--- src/rtl/add_sub_pipe_if.sv ---
// rtl/add_sub_pipe_if.sv - operand/result bundle for the pipelined adder/subtractor
//
// Purpose: groups the operation request and result signals of add_sub_pipe.
// Ports (signals):
//   in_valid, sub, a, b, stall            driven by the requester (master)
//   out_valid, sum, carry_out, overflow,  driven by the adder (slave)
//   zero, negative
interface add_sub_pipe_if #(
  parameter int WIDTH = 32
);
  logic             in_valid;
  logic             sub;
  logic [WIDTH-1:0] a;
  logic [WIDTH-1:0] b;
  logic             stall;
  logic             out_valid;
  logic [WIDTH-1:0] sum;
  logic             carry_out;
  logic             overflow;
  logic             zero;
  logic             negative;

  modport master (
    output in_valid, sub, a, b, stall,
    input  out_valid, sum, carry_out, overflow, zero, negative
  );

  modport slave (
    input  in_valid, sub, a, b, stall,
    output out_valid, sum, carry_out, overflow, zero, negative
  );
endinterface

--- src/rtl/add_sub_pipe.sv ---
// rtl/add_sub_pipe.sv - pipelined carry-chained integer adder/subtractor with flags
//
// Purpose: WIDTH-bit a+b / a-b split into STAGES slices of WIDTH/STAGES bits,
// one slice per pipeline stage, one operation accepted per non-stalled cycle.
// Ports:
//   clk    rising-edge clock
//   reset  asynchronous active-high reset (clears valids, result and flags)
//   bus    add_sub_pipe_if.slave: in_valid/sub/a/b/stall in,
//          out_valid/sum/carry_out/overflow/zero/negative out
module add_sub_pipe #(
  parameter int WIDTH  = 32,
  parameter int STAGES = 4
) (
  input  logic          clk,
  input  logic          reset,
  add_sub_pipe_if.slave bus
);
  localparam int S = WIDTH / STAGES;
  localparam int L = STAGES - 1;

  if (WIDTH < 2 || STAGES < 1 || (WIDTH % STAGES) != 0) begin : g_bad_params
    $error("add_sub_pipe: WIDTH must be >= 2 and a multiple of STAGES");
  end

  // Pipeline rank k holds an operation about to have slice k computed.
  // B is inverted once at capture and the sub bit becomes the stage-0
  // carry-in, so later ranks only need the carry and the operand bits.
  logic             p_vld [STAGES];
  logic             p_c   [STAGES];
  logic [WIDTH-1:0] p_a   [STAGES];
  logic [WIDTH-1:0] p_b   [STAGES];
  logic [WIDTH-1:0] p_res [STAGES];

  logic [S:0]       slice    [STAGES];
  logic [WIDTH-1:0] res_next [STAGES];
  logic             cin_msb;

  logic [WIDTH-1:0] sum_q;
  logic             out_valid_q;
  logic             carry_q;
  logic             ovf_q;
  logic             zero_q;
  logic             neg_q;

  always_comb begin
    for (int k = 0; k < STAGES; k++) begin
      slice[k] = {1'b0, p_a[k][k*S +: S]} + {1'b0, p_b[k][k*S +: S]}
               + {{S{1'b0}}, p_c[k]};
      res_next[k] = p_res[k];
      res_next[k][k*S +: S] = slice[k][S-1:0];
    end
    // sum_msb = a_msb ^ b_msb ^ carry_in_msb, so the carry into the MSB
    // falls out of the final sum without a separate sub-slice adder.
    cin_msb = res_next[L][WIDTH-1] ^ p_a[L][WIDTH-1] ^ p_b[L][WIDTH-1];
  end

  always_ff @(posedge clk or posedge reset) begin
    if (reset) begin
      for (int k = 0; k < STAGES; k++) begin
        p_vld[k] <= 1'b0;
        p_c[k]   <= 1'b0;
        p_a[k]   <= '0;
        p_b[k]   <= '0;
        p_res[k] <= '0;
      end
      out_valid_q <= 1'b0;
      sum_q       <= '0;
      carry_q     <= 1'b0;
      ovf_q       <= 1'b0;
      zero_q      <= 1'b0;
      neg_q       <= 1'b0;
    end else if (!bus.stall) begin
      p_vld[0] <= bus.in_valid;
      p_a[0]   <= bus.a;
      p_b[0]   <= bus.sub ? ~bus.b : bus.b;
      p_c[0]   <= bus.sub;
      p_res[0] <= '0;
      for (int k = 1; k < STAGES; k++) begin
        p_vld[k] <= p_vld[k-1];
        p_a[k]   <= p_a[k-1];
        p_b[k]   <= p_b[k-1];
        p_c[k]   <= slice[k-1][S];
        p_res[k] <= res_next[k-1];
      end
      out_valid_q <= p_vld[L];
      // Result and flags hold the last real result across bubbles.
      if (p_vld[L]) begin
        sum_q   <= res_next[L];
        carry_q <= slice[L][S];
        ovf_q   <= cin_msb ^ slice[L][S];
        zero_q  <= (res_next[L] == '0);
        neg_q   <= res_next[L][WIDTH-1];
      end
    end
  end

  assign bus.out_valid = out_valid_q;
  assign bus.sum       = sum_q;
  assign bus.carry_out = carry_q;
  assign bus.overflow  = ovf_q;
  assign bus.zero      = zero_q;
  assign bus.negative  = neg_q;
endmodule

--- src/flat_wrapper.sv ---
// flat-port wrapper written by rule: the top's interface ports become plain ports
module add_sub_pipe_flat 
#(
  parameter int WIDTH  = 32,
  parameter int STAGES = 4
)
  (clk, reset, bus_in_valid, bus_sub, bus_a, bus_b, bus_stall, bus_out_valid, bus_sum, bus_carry_out, bus_overflow, bus_zero, bus_negative);
  add_sub_pipe_if #(.WIDTH(WIDTH)) bus_i ();
  input  logic clk;
  input  logic reset;
  input wire logic [$bits(bus_i.in_valid)-1:0] bus_in_valid;
  input wire logic [$bits(bus_i.sub)-1:0] bus_sub;
  input wire logic [$bits(bus_i.a)-1:0] bus_a;
  input wire logic [$bits(bus_i.b)-1:0] bus_b;
  input wire logic [$bits(bus_i.stall)-1:0] bus_stall;
  output wire logic [$bits(bus_i.out_valid)-1:0] bus_out_valid;
  output wire logic [$bits(bus_i.sum)-1:0] bus_sum;
  output wire logic [$bits(bus_i.carry_out)-1:0] bus_carry_out;
  output wire logic [$bits(bus_i.overflow)-1:0] bus_overflow;
  output wire logic [$bits(bus_i.zero)-1:0] bus_zero;
  output wire logic [$bits(bus_i.negative)-1:0] bus_negative;
  assign bus_i.in_valid = bus_in_valid;
  assign bus_i.sub = bus_sub;
  assign bus_i.a = bus_a;
  assign bus_i.b = bus_b;
  assign bus_i.stall = bus_stall;
  assign bus_out_valid = bus_i.out_valid;
  assign bus_sum = bus_i.sum;
  assign bus_carry_out = bus_i.carry_out;
  assign bus_overflow = bus_i.overflow;
  assign bus_zero = bus_i.zero;
  assign bus_negative = bus_i.negative;
  add_sub_pipe #(.WIDTH(WIDTH), .STAGES(STAGES)) u_core (.clk(clk), .reset(reset), .bus(bus_i));
endmodule
--- config.mk ---
export PLATFORM = sky130hd
export DESIGN_NAME = add_sub_pipe_flat
export DESIGN_NICKNAME = d
export VERILOG_FILES = /design/src/rtl/add_sub_pipe_if.sv /design/src/rtl/add_sub_pipe.sv /design/src/flat_wrapper.sv
export SDC_FILE = /design/constraint.sdc
export NUM_CORES = 1
export LEC_CHECK = 0
export ABC_AREA = 1
export ABC_CLOCK_PERIOD_IN_PS = 11300
export CAP_MARGIN = 0
export CORE_MARGIN = 1.5
export CORE_UTILIZATION = 55
export DETAILED_ROUTE_END_ITERATION = 7
export PLACE_DENSITY = 0.77
export SLEW_MARGIN = 20
export SYNTH_ARGS = -nofsm -noshare
export SYNTH_HDL_FRONTEND = slang
export SYNTH_SLANG_ARGS = --single-unit
--- constraint.sdc ---
create_clock -name clk -period 11.3 [get_ports clk]
set_input_delay 2.825 -clock clk [delete_from_list [all_inputs] [get_ports clk]]
set_output_delay 2.825 -clock clk [all_outputs]
set_load 0.02 [all_outputs]
==> flow_summary.yaml <==
power_and_ir_drop:
  comb_power_share_pct: 22.6
  pwr-share-clk_pct: 31.7
  internal-power_mw: 1.79
  power_density_nw_per_um2: 197
  peakVddDrop_uv: 109
  power_mw: 2.54
  p_leak_nw: 6.39
  switching_share_pct: 29.5
  power.switching_mw: 0.750
  power_frac_seq_pct: 45.7
placed_design:
  globalplace.congestion: 0.828
  dp_slack_ns: 6.29
  placed_cells: 1540
  io_buffers: 105
  dp_hpwl_um: 13300
  placed_area_um2: 12100
clock_tree:
  clock_sink_count: 252
  postCtsSetupRepairBufs: 0
  clk_pin_slew_worst_paths_ns: 0.06
  cts_made_buffers: 25
  htreeDepth: 1
  cts_tree: "built"
  insertion_delay_ns: 0.51
  cts_root_buf: "clkbuf_16"
  post_cts_resized: 0
  cts_buffer_depth: 3
  cts_hold_buf: 0
worst_setup_path:
  startpoint_type: "input pin"
  critPathSlowestCell: "buf_4"
  path_cells: "buf_6 > inv_4 > buf_4 > o21ai_0 > o21ai_1"
  endpoint_kind: "flip-flop"
  cp_max_fo: 100
  cp.arrival_ns: 4.99
  crit_type: "in2reg"
  required_ns: 11.73
  crit_path_max_incr_delay_ns: 0.81
finish:
  fill_cells: 1599
  num-nets-final: 1407
  syn_to_final_growth_pct: 17.6
  regArea_um2: 6310
  drive_above_1_share_pct: 4.48
  utilization_pct: 66.2
  antenna_cells: 0
  fin_area_um2: 12900
  multiInputGateArea_um2: 4050
  final_cells: 1583
flow_run:
  maxCapViolCount: 0
routing:
  vias_per_cell: 4.99
  wl_um: 20300
  drtAntennaViolNets: 0
  dr_total_vias: 7905
  first_iter_violations: 560
  drc: 0
  routedWlPerCell_um: 12.8
  drt_pass1_iterations: 5
timing:
  max_slew.worst_pin.slew_ns: 1.05
  final.setup.tns_ns: 0
  rsz0062_at_grt: "no"
  fin_crit_sh_pct: 40.3
  maxSlewViolCount: 0
  slew_headroom_pct: 30.1
  fin_ws_ns: 6.74
  skew_ns: 0.00751
  fmax_mhz: 220
  period_minus_slack_ns: 4.56
  hold_viol_final: 0
  timing.hold.ws_ns: 0.466
  setup_viol: 0
die:
  core-area_um2: 19500
  die-width_um: 144
  die_area_um2: 20800
  die_h_um: 144
  ios: 106
  row_count: 51
  initial_core_util_pct: 56.3
global_route:
  grt_max_degree: 113
  antenna_found_initial: 0
  grt_pass1_vias: 7524
  grt_remaining_overflow: 0
  grt_pass1_wl_um: 34700
  track_usage_pct: 20.5
yosys:
  yosys_register_bits: 252
  syn_area_um2: 11000
  synth_warnings: 0
  syn_inst: 1224
  ys_seq_area_share_pct: 57.4
  synth_cell_types: 31
  synth_nets: 1329
  avgSynthCellArea_um2: 8.98
status:
  outcome: "completed"
worst_hold_path:
  hold_class: "reg2reg"
==> cell usage after synthesis <==
cell        n  area (um2)
buf_8       1        15.0
buf_4       4        30.0
nor3_1      1        5.00
or2_2       2        12.5
and2_1      3        18.8
buf_1       2        7.51
inv_2       2        7.51
xnor2_1    36         315
a31oi_1     1        6.26
a21oi_1    29         145
xor2_1      7        61.3
buf_6       1        11.3
nand3_1    24         120
o22ai_1     3        18.8
o21ai_1    56         280
o211ai_1    3        22.5
nor2_1     13        48.8
nand3_2     3        30.0
nand4_1    13        81.3
or2_0       1        6.26
nor2_2      2        12.5
a21oi_2     1        8.76
nand2_1   473        1780
ha_1       28         350
inv_1      92         345
clkbuf_1   23        86.3
dfrtp_1   252        6310
fa_1        8         160
o21ai_0   107         536
buf_2      28         140
nand2_2     5        31.3
==> kinds of logic after synthesis <==
family / synth area share (%)
buffers and inverters: 5.85
AOI/OAI and AO/OA: 9.25
DFF: 57.4
xor gates and xnor gates: 3.43
and+or+nand+nor: 19.5
adders and majority gates: 4.64
==> layout make-up <==
type                            count  area share (%)
Clock inverter                      7           0.706
Inverter                           94            2.81
Multi-Input combinational cell    819            31.3
Tap cell                          265            2.56
Timing Repair Buffer              110            8.42
Sequential cell                   252            48.8
Clock buffer                       36            5.47
==> cells in the final DEF (no fill, tap or decap), types with 2 or more instances in the layout <==
cell,synthesis,final
nor2_2,2,2
buf_4,4,4
nand4_1,13,13
buf_6,1,2
nor2_1,13,13
bufinv_16,0,2
clkinv_2,0,3
a21oi_1,29,29
nand2_1,473,473
dfrtp_1,252,252
clkbuf_8,0,4
o21ai_0,107,107
clkdlybuf4s50_1,0,103
xnor2_1,36,36
or2_2,2,2
o21ai_1,56,56
xor2_1,7,7
and2_1,3,3
o22ai_1,3,3
o211ai_1,3,3
fa_1,8,8
nand2_2,5,5
clkbuf_1,23,7
ha_1,28,28
clkbuf_16,0,25
inv_1,92,91
nand3_1,24,24
nand3_2,3,3
==> worst max-delay path: cells and delay by family <==
family | cells | cell delay [ns]
buffers and inverters | 3 | 1.64
AOI/OAI and AO/OA | 2 | 0.43
==> power by group through the flow <==
stage               clock, mW  combinational (mW)  sequential (mW)
floorplan                   0               0.317             1.21
global placement            0               0.557             1.17
detailed placement          0               0.575             1.18
CTS                     0.825               0.581             1.16
global route            0.860               0.652             1.18
finish                  0.806               0.575             1.16
==> path summary, 6_finish.rpt <==
| path | end | from | depth (start not counted) | slack (ns) |
|---|---|---|---|---|
| max | u_core.p_res[70] | bus_stall | 5 | 6.74 |
| min | u_core.p_a[77] | u_core.p_a[109] | 2 | 0.47 |
| max reg2reg | u_core.bus.zero | u_core.p_b[24] | 9 | 9.09 |
| min reg2reg | u_core.p_a[77] | u_core.p_a[109] | 2 | 0.47 |
| max in group asynchronous | u_core.p_b[75] | reset | 3 | 7.14 |
| min in group asynchronous | u_core.bus.sum[28] | reset | 2 | 2.80 |
==> per-layer routing <==
layer	vias up	track usage (%)	wire length [um]
li1	4029	-	-
met1	3702	30.4	10100
met2	152	32.2	9110
met3	22	2.98	828
met4	0	4.73	257
met5	-	0	0
==> flip-flops by register name, summed over array words and instances, names as in the netlist <==
register and cells:
u_core.p_a 80, u_core.p_b 80, u_core.p_res 48, u_core.bus.sum 31, u_core.p_c 4, u_core.p_vld 4, u_core.bus.carry_out 1, u_core.bus.negative 1
u_core.bus.out_valid 1, u_core.bus.overflow 1, u_core.bus.zero 1
Note: power is estimated with default switching activity, not from simulation.
==> edit 1 (same flow settings) <==
Reset style: synchronous (`reset`), changed in one clocked block. Comments in the files are not updated.
--- a/src/rtl/add_sub_pipe.sv
+++ b/src/rtl/add_sub_pipe.sv
@@ -56,3 +56,3 @@
 
-  always_ff @(posedge clk or posedge reset) begin
+  always_ff @(posedge clk) begin
     if (reset) begin
Check against the original RTL: not equivalent (a bounded check fails within 10 cycles, from zero or initial values and one cycle with reset high; the reset may be asserted at any time).
==> edit 1 against the unedited design <==
Area after synthesis up 0.99%; design area up 1.3%; critical path depth down 1; non-clock buffer count down 2; synthesized cell count down 13%; first-iteration DRC count down 25%; worst setup slack worse by 0.70 ns; routed wire length down 16%; sequential cell count unchanged; via count down 14%; hold slack worse by 0.0093 ns; critical path type unchanged.
Power is not compared: it rests on default switching activity, and its combinational part moved more than twofold at a synthesized area within 25%.
==> edit 1: results (changes against the unedited design) <==
Place
  – Setup WS pre-CTS: 5.36 ns (was 6.29 ns)
  – RePlAce Congestion: 0.792 (was 0.828)
  – Placement Cell Area: 12,300 µm² (was 12,100 µm²)
  – DP Cell Count: 1,393 (was 1,540)

Detailed routing
  – Via/cell ratio: 4.71 (was 4.99)
  – Metal1 wirelength: 7.84 mm (was 10.1 mm)

Global route
  – Met1 Usage GRT: 22.2% (was 30.4%)
  – Pin count of the biggest net entering global routing: 126 (was 113)
  – Met2 usage: 27.2% (was 32.2%)
  – First-pass GRT wire length: 29.0 mm (was 34.7 mm)

Yosys
  – Count leader, synth: nor2_1 (was nand2_1)
  – Top cells by area, synth: edfxtp_1 (58%), nor2_1 (8.5%), inv_1 (7.6%) (was dfrtp_1 (57%), nand2_1 (16%), o21ai_0 (4.9%))
  – EDFF count, synth: 216 (was 0)
  – Net count after synthesis: 1,164 (was 1,329)
  – Synth top cells by count: nor2_1 (252), inv_1 (224), edfxtp_1 (216), nand2_1 (63), a21oi_1 (51) (was nand2_1 (473), dfrtp_1 (252), o21ai_0 (107), inv_1 (92), o21ai_1 (56))
  – Ys flop type: edfxtp_1 (was dfrtp_1)

Layout
  – Nonclk buf count: 108 (was 110)
  – Filler instances: 1,497 (was 1,599)
  – Buffering overhead: 8.21% (was 8.42%)
  – Layout inverter count without the clock tree: 225 (was 94)
  – Area growth from synthesis to layout: 18.0% (was 17.6%)
  – Multi-input combinational area share: 21.8% (was 31.3%)
  – CLK BUF: 29 (was 36)
  – Sequential portion of the cell area: 55.0% (was 48.8%)

Setup path
  – R2R depth: 11 (was 9)

STA
  – Hold Slack: 0.457 ns (was 0.466 ns)

Run status
  – Status: complete, no violations (unchanged)

Clock tree
  – CTS Buf Count: 24 (was 25)
-- edit 1: cell types whose count changed after synthesis, sizes merged, moves of 6 or more --
cell	unedited run	this run
a21oi	30	52
buf	36	28
clkbuf	23	11
dfrtp	252	0
dfxtp	0	36
edfxtp	0	216
inv	94	225
nand2	478	67
nand4	13	6
nor2	15	254
o21ai	163	47
xor2	7	1
-- edit 1: worst max path at each step --
| stage | depth (start not counted) | from | slack, ns | end |
|---|---|---|---|---|
| finish | 4 | reset | 6.05 | u_core.p_a[0][15] |
| global route | 4 | reset | 5.83 | u_core.p_a[0][0] |
| CTS | 4 | reset | 5.88 | u_core.p_b[0][23] |
| detailed placement | 4 | reset | 5.36 | u_core.p_b[0][26] |
| global placement | 4 | reset | 5.43 | u_core.p_b[0][21] |
| floorplan | 4 | reset | 2.79 | u_core.p_a[0][0] |
-- edit 1: cells by family (layout without fill, tap and decap cells) --
kind of cell / Yosys count / count (layout) / synth area share [%]
XOR/XNOR: 33 / 33 / 2.60
AND/OR/NAND/NOR: 361 / 361 / 13.0
AO/OA/AOI/OAI: 113 / 113 / 5.45
flip-flops: 252 / 252 / 64.9
buffers and inverters: 264 / 376 / 9.43
adder cells (fa/ha/maj): 36 / 36 / 4.60
-- edit 1: where the power goes --
part           internal [µW]  switching (µW)  total [µW]
Combinational           82.8             118         201
Sequential              1080            22.5        1100
Clock                    470             318         787
-- edit 1: worst register-to-register path, cell delays in order (launching register included) --
cell and delay (ns):
edfxtp_1 0.36, inv_1 0.09, fa_1 0.18, inv_1 0.09, fa_1 0.45, nand3_1 0.08, nand3_1 0.15, nand2_1 0.10
nand2_1 0.05, a21oi_1 0.21, o21ai_0 0.15, a21oi_1 0.19
==> edit 2 (config.mk and constraints unchanged) <==
Without the edit above. `STAGES` is set to 4 in 2 places; all go to 2.
--- a/src/rtl/add_sub_pipe.sv
+++ b/src/rtl/add_sub_pipe.sv
@@ -11,3 +11,3 @@
   parameter int WIDTH  = 32,
-  parameter int STAGES = 4
+  parameter int STAGES = 2
 ) (
--- a/src/flat_wrapper.sv
+++ b/src/flat_wrapper.sv
@@ -4,3 +4,3 @@
   parameter int WIDTH  = 32,
-  parameter int STAGES = 4
+  parameter int STAGES = 2
 )
Function: changed (Yosys sat finds a counterexample within 4 cycles, from zero or initial values and one cycle with reset high).
==> edit 2 against the unedited design <==
Synthesized cell count decreased by 23%; utilization increased by 2.7 points; sequential cell count decreased by 100; via count decreased by 21%; total power decreased by 28%; routed wire length decreased by 16%; area after synthesis decreased by 30%; clock power decreased by 26%; critical path depth decreased by 4; worst setup slack improved by 0.31 ns; sequential share of layout area decreased by 8.7 points; design area decreased by 27%.
==> edit 2: results (changes against the unedited design) <==
Setup path
  – Largest stage delay, worst path: 0.62 ns (was 0.81 ns)
  – FF-to-FF setup slack: 8.79 ns (was 9.09 ns)
  – CP arrival: 1.42 ns (was 4.99 ns)
  – R2R depth: 11 (was 9)

Layout
  – Multi-input gate area: 3460 µm² (was 4050 µm²)
  – Final nets: 1,140 (was 1,407)
  – Fin cells: 1,229 (was 1,583)
  – Multi-input combinational area share: 36.5% (was 31.3%)
  – Nonclk buf count: 109 (was 110)
  – #MultiIn Comb: 676 (was 819)

Worst hold path
  – Hold Crit Start: u_core.p_b[55] (was u_core.p_a[109])

Detailed routing
  – Starting DRT DRC Count: 389 (was 560)
  – Via count: 6,265 (was 7,905)
  – Detailed Route WL: 17.1 mm (was 20.3 mm)

Clock tree
  – Clk Latency, worst-skew pair: 0.43 ns (was 0.51 ns)
  – H-tree Lvls: 4 (was 1)

Yosys
  – Post-synth cell types: 42 (was 31)
  – Top cells by area, synth: dfrtp_1 (49%), nand2_1 (17%), o21ai_0 (5.6%) (was dfrtp_1 (57%), nand2_1 (16%), o21ai_0 (4.9%))
  – Seq/Total Area, Yosys: 49.2% (was 57.4%)

Run status
  – Status: complete, no violations (unchanged)

Place
  – Post-DP HPWL: 12.3 mm (was 13.3 mm)
  – RePlAce Congestion: 0.870 (was 0.828)

Global route
  – GRT Util Overall: 25.3% (was 20.5%)
  – Met2 usage: 37.1% (was 32.2%)
  – Pin count of the biggest net entering global routing: 85 (was 113)
[edit 2: worst max path at each step]
stage | slack, ns | endpoint | depth (start not counted) | start
global placement | 6.52 | u_core.p_b[60] | 3 | reset
floorplan | 4.38 | u_core.bus.carry_out | 1 | reset
detailed placement | 6.31 | u_core.bus.sum[3] | 4 | bus_stall
CTS | 6.78 | u_core.bus.sum[3] | 4 | bus_stall
finish | 7.05 | bus_sum[2] | 1 | u_core.bus.sum[2]
global route | 6.74 | u_core.p_a[25] | 3 | reset
[edit 2: logic make-up (layout without fill, tap and decap cells)]
logic type,Yosys count,in the layout,synth area share (%)
AOI/OAI and AO/OA,133,133,9.32
xor gates and xnor gates,41,41,4.65
adders and majority gates,34,34,5.89
buffers and inverters,118,221,6.02
DFF,152,152,49.2
and+or+nand+nor,468,468,24.9
[edit 2: report_power, final]
group	leakage (µW)	switching [µW]	internal, µW
clock network	0.000297	222	375
registers	0.00187	64.1	644
logic	0.00256	307	220
total	0.00472	594	1240
